==> src/rtl/alu_arbiter_if.sv <==
// Handshake bundle between two ALU requesters, the shared ALU and the response consumer.
// The master side is the environment (requesters, ALU, consumer); the slave side is alu_arbiter.
interface alu_arbiter_if #(
  parameter int WIDTH = 32
);
  logic             req0_valid;
  logic             req0_ready;
  logic [WIDTH-1:0] req0_a;
  logic [WIDTH-1:0] req0_b;
  logic [3:0]       req0_ctrl;

  logic             req1_valid;
  logic             req1_ready;
  logic [WIDTH-1:0] req1_a;
  logic [WIDTH-1:0] req1_b;
  logic [3:0]       req1_ctrl;

  logic [WIDTH-1:0] alu_a;
  logic [WIDTH-1:0] alu_b;
  logic [3:0]       alu_ctrl;
  logic [WIDTH-1:0] alu_result;
  logic             alu_zero;

  logic             rsp_valid;
  logic             rsp_ready;
  logic             rsp_id;
  logic [WIDTH-1:0] rsp_result;
  logic             rsp_zero;

  modport master (
    output req0_valid, req0_a, req0_b, req0_ctrl,
    output req1_valid, req1_a, req1_b, req1_ctrl,
    output alu_result, alu_zero, rsp_ready,
    input  req0_ready, req1_ready, alu_a, alu_b, alu_ctrl,
    input  rsp_valid, rsp_id, rsp_result, rsp_zero
  );

  modport slave (
    input  req0_valid, req0_a, req0_b, req0_ctrl,
    input  req1_valid, req1_a, req1_b, req1_ctrl,
    input  alu_result, alu_zero, rsp_ready,
    output req0_ready, req1_ready, alu_a, alu_b, alu_ctrl,
    output rsp_valid, rsp_id, rsp_result, rsp_zero
  );
endinterface

==> src/rtl/alu_arbiter.sv <==
// Round-robin sharing of one combinational ALU between two requesters, with a held response buffer.
// Optional build macro ALU_ARB_STATS_EN adds saturating accept/stall counters.
module alu_arbiter #(
  parameter int WIDTH = 32
) (
  input  logic         clk,
  input  logic         rst_n,
  alu_arbiter_if.slave bus
`ifdef ALU_ARB_STATS_EN
  ,
  output logic [15:0]  stat_cnt0,
  output logic [15:0]  stat_cnt1,
  output logic [15:0]  stat_stall
`endif
);

  typedef enum logic [1:0] {IDLE, EXEC, RESP} state_t;

  state_t           r_state;
  logic             r_last_grant;
  logic             r_owner;
  logic [WIDTH-1:0] r_alu_a;
  logic [WIDTH-1:0] r_alu_b;
  logic [3:0]       r_alu_ctrl;
  logic             r_rsp_valid;
  logic             r_rsp_id;
  logic [WIDTH-1:0] r_rsp_result;
  logic             r_rsp_zero;

  logic [1:0]       w_valid;
  logic [1:0]       w_ready;
  logic             w_grant_id;
  logic             w_issue;

  assign w_valid = {bus.req1_valid, bus.req0_valid};

  // On a tie the requester that did not win last time goes first.
  assign w_grant_id = (&w_valid) ? ~r_last_grant : w_valid[1];
  assign w_issue    = (r_state == IDLE) && (|w_valid);

  genvar gi;
  generate
    for (gi = 0; gi < 2; gi++) begin : g_ready
      assign w_ready[gi] = w_issue && (w_grant_id == gi[0]);
    end
  endgenerate

  assign bus.req0_ready = w_ready[0];
  assign bus.req1_ready = w_ready[1];
  assign bus.alu_a      = r_alu_a;
  assign bus.alu_b      = r_alu_b;
  assign bus.alu_ctrl   = r_alu_ctrl;
  assign bus.rsp_valid  = r_rsp_valid;
  assign bus.rsp_id     = r_rsp_id;
  assign bus.rsp_result = r_rsp_result;
  assign bus.rsp_zero   = r_rsp_zero;

  always_ff @(posedge clk) begin
    if (!rst_n) begin
      r_state      <= IDLE;
      r_last_grant <= 1'b1;
      r_owner      <= 1'b0;
      r_alu_a      <= '0;
      r_alu_b      <= '0;
      r_alu_ctrl   <= 4'b0000;
      r_rsp_valid  <= 1'b0;
      r_rsp_id     <= 1'b0;
      r_rsp_result <= '0;
      r_rsp_zero   <= 1'b0;
    end else begin
      case (r_state)
        IDLE: begin
          if (w_issue) begin
            r_alu_a      <= w_grant_id ? bus.req1_a    : bus.req0_a;
            r_alu_b      <= w_grant_id ? bus.req1_b    : bus.req0_b;
            r_alu_ctrl   <= w_grant_id ? bus.req1_ctrl : bus.req0_ctrl;
            r_owner      <= w_grant_id;
            r_last_grant <= w_grant_id;
            r_state      <= EXEC;
          end
        end
        EXEC: begin
          r_rsp_result <= bus.alu_result;
          r_rsp_zero   <= bus.alu_zero;
          r_rsp_id     <= r_owner;
          r_rsp_valid  <= 1'b1;
          r_state      <= RESP;
        end
        RESP: begin
          if (bus.rsp_ready) begin
            r_rsp_valid <= 1'b0;
            r_state     <= IDLE;
          end
        end
        default: r_state <= IDLE;
      endcase
    end
  end

`ifdef ALU_ARB_STATS_EN
  logic [2:0]  w_stat_inc;
  logic [15:0] r_stat [3];

  assign w_stat_inc[0] = w_valid[0] && w_ready[0];
  assign w_stat_inc[1] = w_valid[1] && w_ready[1];
  assign w_stat_inc[2] = (w_valid[0] && !w_ready[0]) || (w_valid[1] && !w_ready[1]);

  generate
    for (gi = 0; gi < 3; gi++) begin : g_stat
      always_ff @(posedge clk) begin
        if (!rst_n) begin
          r_stat[gi] <= 16'h0000;
        end else if (w_stat_inc[gi] && (r_stat[gi] != 16'hFFFF)) begin
          r_stat[gi] <= r_stat[gi] + 16'h0001;
        end
      end
    end
  endgenerate

  assign stat_cnt0  = r_stat[0];
  assign stat_cnt1  = r_stat[1];
  assign stat_stall = r_stat[2];
`endif

endmodule

==> src/flat_wrapper.sv <==
// flat-port wrapper written by rule: the top's interface ports become plain ports
module alu_arbiter_flat 
#(
  parameter int WIDTH = 32
)
  (clk, rst_n, bus_req0_valid, bus_req0_a, bus_req0_b, bus_req0_ctrl, bus_req1_valid, bus_req1_a, bus_req1_b, bus_req1_ctrl, bus_alu_result, bus_alu_zero, bus_rsp_ready, bus_req0_ready, bus_req1_ready, bus_alu_a, bus_alu_b, bus_alu_ctrl, bus_rsp_valid, bus_rsp_id, bus_rsp_result, bus_rsp_zero);
  alu_arbiter_if #(.WIDTH(WIDTH)) bus_i ();
  input  logic clk;
  input  logic rst_n;
  input wire logic [$bits(bus_i.req0_valid)-1:0] bus_req0_valid;
  input wire logic [$bits(bus_i.req0_a)-1:0] bus_req0_a;
  input wire logic [$bits(bus_i.req0_b)-1:0] bus_req0_b;
  input wire logic [$bits(bus_i.req0_ctrl)-1:0] bus_req0_ctrl;
  input wire logic [$bits(bus_i.req1_valid)-1:0] bus_req1_valid;
  input wire logic [$bits(bus_i.req1_a)-1:0] bus_req1_a;
  input wire logic [$bits(bus_i.req1_b)-1:0] bus_req1_b;
  input wire logic [$bits(bus_i.req1_ctrl)-1:0] bus_req1_ctrl;
  input wire logic [$bits(bus_i.alu_result)-1:0] bus_alu_result;
  input wire logic [$bits(bus_i.alu_zero)-1:0] bus_alu_zero;
  input wire logic [$bits(bus_i.rsp_ready)-1:0] bus_rsp_ready;
  output wire logic [$bits(bus_i.req0_ready)-1:0] bus_req0_ready;
  output wire logic [$bits(bus_i.req1_ready)-1:0] bus_req1_ready;
  output wire logic [$bits(bus_i.alu_a)-1:0] bus_alu_a;
  output wire logic [$bits(bus_i.alu_b)-1:0] bus_alu_b;
  output wire logic [$bits(bus_i.alu_ctrl)-1:0] bus_alu_ctrl;
  output wire logic [$bits(bus_i.rsp_valid)-1:0] bus_rsp_valid;
  output wire logic [$bits(bus_i.rsp_id)-1:0] bus_rsp_id;
  output wire logic [$bits(bus_i.rsp_result)-1:0] bus_rsp_result;
  output wire logic [$bits(bus_i.rsp_zero)-1:0] bus_rsp_zero;
  assign bus_i.req0_valid = bus_req0_valid;
  assign bus_i.req0_a = bus_req0_a;
  assign bus_i.req0_b = bus_req0_b;
  assign bus_i.req0_ctrl = bus_req0_ctrl;
  assign bus_i.req1_valid = bus_req1_valid;
  assign bus_i.req1_a = bus_req1_a;
  assign bus_i.req1_b = bus_req1_b;
  assign bus_i.req1_ctrl = bus_req1_ctrl;
  assign bus_i.alu_result = bus_alu_result;
  assign bus_i.alu_zero = bus_alu_zero;
  assign bus_i.rsp_ready = bus_rsp_ready;
  assign bus_req0_ready = bus_i.req0_ready;
  assign bus_req1_ready = bus_i.req1_ready;
  assign bus_alu_a = bus_i.alu_a;
  assign bus_alu_b = bus_i.alu_b;
  assign bus_alu_ctrl = bus_i.alu_ctrl;
  assign bus_rsp_valid = bus_i.rsp_valid;
  assign bus_rsp_id = bus_i.rsp_id;
  assign bus_rsp_result = bus_i.rsp_result;
  assign bus_rsp_zero = bus_i.rsp_zero;
  alu_arbiter #(.WIDTH(WIDTH)) u_core (.clk(clk), .rst_n(rst_n), .bus(bus_i));
endmodule
==> config.mk <==
export PLATFORM = sky130hd
export DESIGN_NAME = alu_arbiter_flat
export DESIGN_NICKNAME = d
export VERILOG_FILES = /design/src/rtl/alu_arbiter_if.sv /design/src/rtl/alu_arbiter.sv /design/src/flat_wrapper.sv
export SDC_FILE = /design/constraint.sdc
export NUM_CORES = 1
export LEC_CHECK = 0
export CORE_MARGIN = 5
export CORE_UTILIZATION = 34
export CTS_BUF_LIST = sky130_fd_sc_hd__clkbuf_4
export DETAILED_ROUTE_END_ITERATION = 8
export PLACE_DENSITY = 0.75
export SETUP_SLACK_MARGIN = 0.2
export SYNTH_ARGS = -nofsm -noshare
export SYNTH_HDL_FRONTEND = slang
export SYNTH_SLANG_ARGS = --single-unit
==> constraint.sdc <==
create_clock -name clk -period 1.6 [get_ports clk]
set_input_delay 0.16 -clock clk [delete_from_list [all_inputs] [get_ports clk]]
set_output_delay 0.16 -clock clk [all_outputs]
set_load 0.05 [all_outputs]
**After elaboration in Yosys (flattened, before gate mapping)**

Index checks and enable logic that the tools add are counted.

- Register bits after elaboration: 107
- Logic and storage cells: 35
- Input bits: 174

- Bitwise gates (word level): 2
- Eq/ne operators: 4
- Mux-type cells: 9
- Reductions and logical operators: 10

Operators with widths:

| cell | number |
|---|---|
| $mux 32 | 2 |
| $reduce_and 2->1 | 4 |
| $pmux 2 s3 | 1 |
| $mux 2 | 2 |
| $mux 4 | 1 |
| $logic_and 1x1->1 | 3 |
| $eq 2x1->1 const B | 1 |
| $eq 2x2->1 const B | 1 |
| $logic_not 2->1 | 1 |
| $mux 1 | 2 |
| $ne 2x1->1 const B | 1 |
| $ne 2x2->1 const B | 1 |
| $not 1->1 | 2 |
| $pmux 1 s2 | 1 |
| $reduce_bool 2->1 | 1 |
| $reduce_or 2->1 | 1 |

**Depth between registers and ports, before layout**

- Word-level depth: 4
- Depth in mapped cells: 6

**Worst setup path before layout**

No wires, ideal clock.

- Kind: flip-flop to flip-flop
- Start point: reg u_core.r_state[1]
- End point: reg u_core.r_owner
- Arrival time: 1.316 ns
- Clock period less this slack: 1.457 ns
- Setup time: 0.141 ns
- Path slack: 0.143 ns
- Path buffers: 1
- Cell stages (with the launch flop): 5
- Cells stage by stage: dfxtp_1 -> nor2_2 -> buf_2 -> and3_1 -> nor3_1

- Word-level cells in the longest chain between the ends: 3

Ends and longest elaborated chain:

| what | RTL line | RTL |
|---|---|---|
| start: declaration | alu_arbiter.sv:19 | `state_t r_state;` |
| start signal: assignment | alu_arbiter.sv:60 | `r_state <= IDLE;` |
| start signal: assignment | alu_arbiter.sv:79 | `r_state <= EXEC;` |
| start signal: assignment | alu_arbiter.sv:87 | `r_state <= RESP;` |
| $logic_not 2->1 * | alu_arbiter.sv:39, alu_arbiter.sv:71 |  |
| $logic_and 1x1->1 | alu_arbiter.sv:39 | `assign w_issue = (r_state == IDLE) && (\|w_valid);` |
| $reduce_and 2->1 (no line) * | - |  |
| end signal: assignment | alu_arbiter.sv:77 | `r_owner <= w_grant_id;` |
| end: declaration | alu_arbiter.sv:21 | `logic r_owner;` |

Every way passes the cells marked *; elsewhere a longest branch is shown, timed or not.
A chain may end at the register's enable or synchronous reset.

**Worst setup path in the final report**

- Start point: reg u_core.r_state[0]
- End point: reg u_core.r_alu_a[18], in the netlist u_core.bus.alu_a[18]

- Word-level cells in the longest chain between the ends: 3

Ends and longest elaborated chain:

| what | RTL line | RTL |
|---|---|---|
| $logic_not 2->1 * | alu_arbiter.sv:39, alu_arbiter.sv:71 |  |
| $logic_and 1x1->1 | alu_arbiter.sv:39 |  |
| $reduce_and 2->1 (no line) * | - |  |
| end signal: assignment | alu_arbiter.sv:74 | `r_alu_a <= w_grant_id ? bus.req1_a : bus.req0_a;` |
| end: declaration | alu_arbiter.sv:22 | `logic [WIDTH-1:0] r_alu_a;` |

Marked as above.

==> flow_metrics.py <==
metrics = {
    "routing": {
        "post_drt_via_cell_ratio": 5.520,
        "routed_wl_um": 19720,
        "number_of_design_rule_violations_left_after_detail_routing": 0,
        "first_pass_iters": 5,
        "drt_iter0_markers": 480,
        "vias": 5614,
        "detail_route.wl_per_cell_um": 19.39,
        "ant_nets": 0,
    },
    "sta": {
        "timing_max_transition_violations_final": 0,
        "max_freq_mhz": 662.0,
        "worst_slew_pin_slew_ps": 291.3,
        "final_hold_viol_count": 0,
        "period_share_pct": 94.41,
        "timing.final.crit_period_ps": 1511,
        "rsz0062_at_grt": "true",
        "worst_hold_slack_ps": 231.1,
        "clock-skew-final_ps": 11.00,
        "slew-limit-headroom_pct": 80.58,
        "finalSetupViolations": 0,
    },
    "cts": {
        "worst_setup_hold_path_clk_slew_ps": 160,
        "cts_hold_repair.buffers": 0,
        "clock_insertion_delay_at_the_later_pin_of_the_skew_report_ps": 460,
        "cts_htree_levels": 3,
        "tritoncts": "done",
        "cts_num_sinks": 107,
        "clock-root-buffer": "sky130_fd_sc_hd__clkbuf_4",
        "clockBufferDepth": 2,
        "cts_inserted_buffers": 9,
    },
    "finish": {
        "layoutNonFillerInstCount": 1017,
        "finish.net_count": 1013,
        "commonest_non_fill_non_tap_cells_in_the_layout": "173 x sky130_fd_sc_hd__clkdlybuf4s50_1, 129 x sky130_fd_sc_hd__nand3_1, 114 x sky130_fd_sc_hd__buf_4, 104 x sky130_fd_sc_hd__dfxtp_1, 68 x sky130_fd_sc_hd__nand2_1",
        "post_route_cells_drive_above_1_share_pct": 22.99,
        "area_growth_pct": 80.97,
        "layout_commonest_cell": "sky130_fd_sc_hd__clkdlybuf4s50_1",
    },
    "logic_synthesis": {
        "yosys_warnings": 0,
        "yosys.cell_types.count": 24,
        "async_reset_ff_share_pct": 0,
        "ys_dominant_reg_cell": "sky130_fd_sc_hd__dfxtp_1",
        "synth.avg_cell_area_um2": 7.877,
        "synth-edff-count": 0,
        "synth_top_family_by_area": "simple AND/OR/NAND/NOR gates",
        "synth_fa_ha_area_share_pct": 0,
        "part_of_the_yosys_area_used_for_sequential_elements_pct": 48.13,
        "synth_xor_xnor_area_share_pct": 0,
        "ys_seq_elements": 107,
        "post_synth_mux_area_share_pct": 0,
        "synthesized_net_count": 739,
        "compound_gate_fraction_of_synth_area_pct": 21.84,
        "synthesis.area_um2": 4451,
        "syn-instance-count": 565,
        "synth_simple_gate_area_share_pct": 23.22,
    },
    "global_routing": {
        "grt_pass1_vias": 5687,
        "grt_overflow": 0,
        "grt_first_pass_wirelength_um": 29670,
        "grt_usage_pct": 23.43,
        "grt_start_max_net_pins": 48,
        "grt_antenna_before_repair": 1,
    },
    "placement": {
        "io_buffers": 278,
        "detailedPlacementHpwl_um": 12760,
        "post-place-cells": 971,
        "place_congestion": 0.8595,
    },
    "pwr": {
        "power_leakage_nw": 3.082,
        "vdd.ir_drop.worst_mv": 0.3799,
        "p_per_area_nw_per_um2": 945.7,
    },
    "floorplanning": {
        "die-height_um": 124.4,
        "die_area_um2": 15480,
        "die-width_um": 124.4,
        "start_util_pct": 34.98,
        "pin_count": 279,
        "num_rows": 41,
        "floorplan.core_area_um2": 12720,
    },
    "setup_path": {
        "required_worst_endpoint_ps": 1990,
        "critPathSlowestCell": "sky130_fd_sc_hd__dfxtp_4",
        "reg2reg_slack_ps": 90,
        "crit_path_max_fanout": 6,
        "end_kind": "flip-flop",
        "timing.critical_path.from_type": "flip-flop",
        "timing.critical_path.slowest_cell_delay_ps": 390,
        "critical-path-top-cell-by-count": "sky130_fd_sc_hd__buf_6",
        "arrival_ps": 1900,
        "r2r-end": "u_core.bus.alu_a[18]$_SDFFE_PN0P_",
        "r2r.worst_path.cells": 8,
        "crit_chain": "buf_6, nor3b_4, buf_6, buf_12, buf_8, clkbuf_16, nand3_1, a31oi_1",
        "kind_of_critical_path": "reg -> reg",
        "timing.rr.start": "u_core.r_state[0]$_SDFFE_PN0P_",
    },
    "job": {
        "drv_cap": 0,
    },
    "min_path": {
        "timing.hold.worst.start": "bus_alu_result[26]",
        "hold_path_depth": 3,
        "hold_ep": "u_core.bus.rsp_result[26]$_SDFFE_PN0P_",
        "holdCritPathClass": "in -> reg",
    },
    "outcome": {
        "status": "finished, final reports clean",
    },
}
-- sequential cells by signal, summed over array words and instances, names as in the netlist --
signal	cells
u_core.bus.alu_a	32
u_core.bus.alu_b	32
u_core.bus.alu_ctrl	4
u_core.bus.rsp_id	1
u_core.bus.rsp_result	32
u_core.bus.rsp_valid	1
u_core.bus.rsp_zero	1
u_core.r_last_grant	1
u_core.r_owner	1
u_core.r_state	2
-- critical path: cells and delay by family, from the launching register on --
family          cells  cell delay [ps]
compound gates      1              140
flops               1              390
simple gates        2              280
buf+inv             5              630
-- through the flow --
step	area (um^2)	setup TNS, ps	util, %	worst slack, ps	total power, W
global route	8054	0	63.31	0.2776	0.007961
CTS	7786	0	61.20	86.80	0.007496
global placement	7277	0	57.20	22.74	0.005681
floorplan	4453	0	-	291.2	0.004574
finish	8054	0	63.31	89.50	0.007616
detailed placement	7277	-36.44	57.20	-36.44	0.005723
-- Yosys cell counts, types with 27 or more instances --
cell type	n	area, um^2
sky130_fd_sc_hd__a21oi_1	35	175.2
sky130_fd_sc_hd__a31oi_1	68	425.4
sky130_fd_sc_hd__buf_2	32	160.2
sky130_fd_sc_hd__clkbuf_1	27	101.4
sky130_fd_sc_hd__dfxtp_1	107	2142
sky130_fd_sc_hd__nand2_1	68	255.2
sky130_fd_sc_hd__nand3_1	136	680.7
sky130_fd_sc_hd__o21ai_1	70	350.3
-- report_power, final --
group | switching (W) | total [W] | internal (W) | leakage (nW)
registers | 0.000140 | 0.00304 | 0.00290 | 0.881
logic | 0.00174 | 0.00305 | 0.00131 | 2.11
clock network | 0.000893 | 0.00153 | 0.000633 | 0.0877
total | 0.00277 | 0.00762 | 0.00484 | 3.08
-- area by class of cell --
type / instances / area [um^2]
repair buffers: 326 / 3388
multi-input cells: 394 / 2131
flip-flops and latches: 107 / 2153
diodes: 1 / 2.502
fillers: 1093 / 4668
clock inverters: 7 / 91.34
clock buffers: 9 / 67.56
well taps: 172 / 215.2
inverters: 1 / 5.005
-- logic make-up (layout without fill, tap and decap cells) --
logic type / after synthesis / in the layout
compound gates: 175 / 175
flops: 107 / 107
buf+inv: 64 / 343
simple gates: 219 / 219
other cells: 0 / 1
-- how the worst max path moves through the flow --
| stage | startpoint | end | slack [ps] | cells after the start |
|---|---|---|---|---|
| global route | u_core.r_state[0]$_SDFFE_PN0P_ | u_core.bus.alu_a[18]$_SDFFE_PN0P_ | 0.3 | 8 |
| finish | u_core.r_state[0]$_SDFFE_PN0P_ | u_core.bus.alu_a[18]$_SDFFE_PN0P_ | 90 | 8 |
| global placement | bus_req0_valid | u_core.bus.alu_a[13]$_SDFFE_PN0P_ | 20 | 5 |
| CTS | u_core.r_last_grant$_SDFFE_PN1P_ | bus_req0_ready | 90 | 3 |
| detailed placement | bus_req0_valid | u_core.bus.alu_a[10]$_SDFFE_PN0P_ | -40 | 6 |
| floorplan | u_core.r_state[1]$_SDFFE_PN0P_ | u_core.r_owner$_SDFFE_PN0P_ | 290 | 4 |
-- timing repair --
action                     CTS  global route
setup endpoints to repair   46            61
gates resized for setup     20            18
cloned                       7             7
pin swaps                   10            17
setup buffers               11             4
-- per-layer routing --
metal | vias up | wire length, um | global-route usage (%)
li1 | 2597 | - | -
met1 | 2608 | 7518 | 26.82
met2 | 361 | 9649 | 40.43
met3 | 48 | 1881 | 7.033
met4 | 0 | 665 | 9.994
met5 | - | 0 | 0
Note: power is estimated with default switching activity, not from simulation.
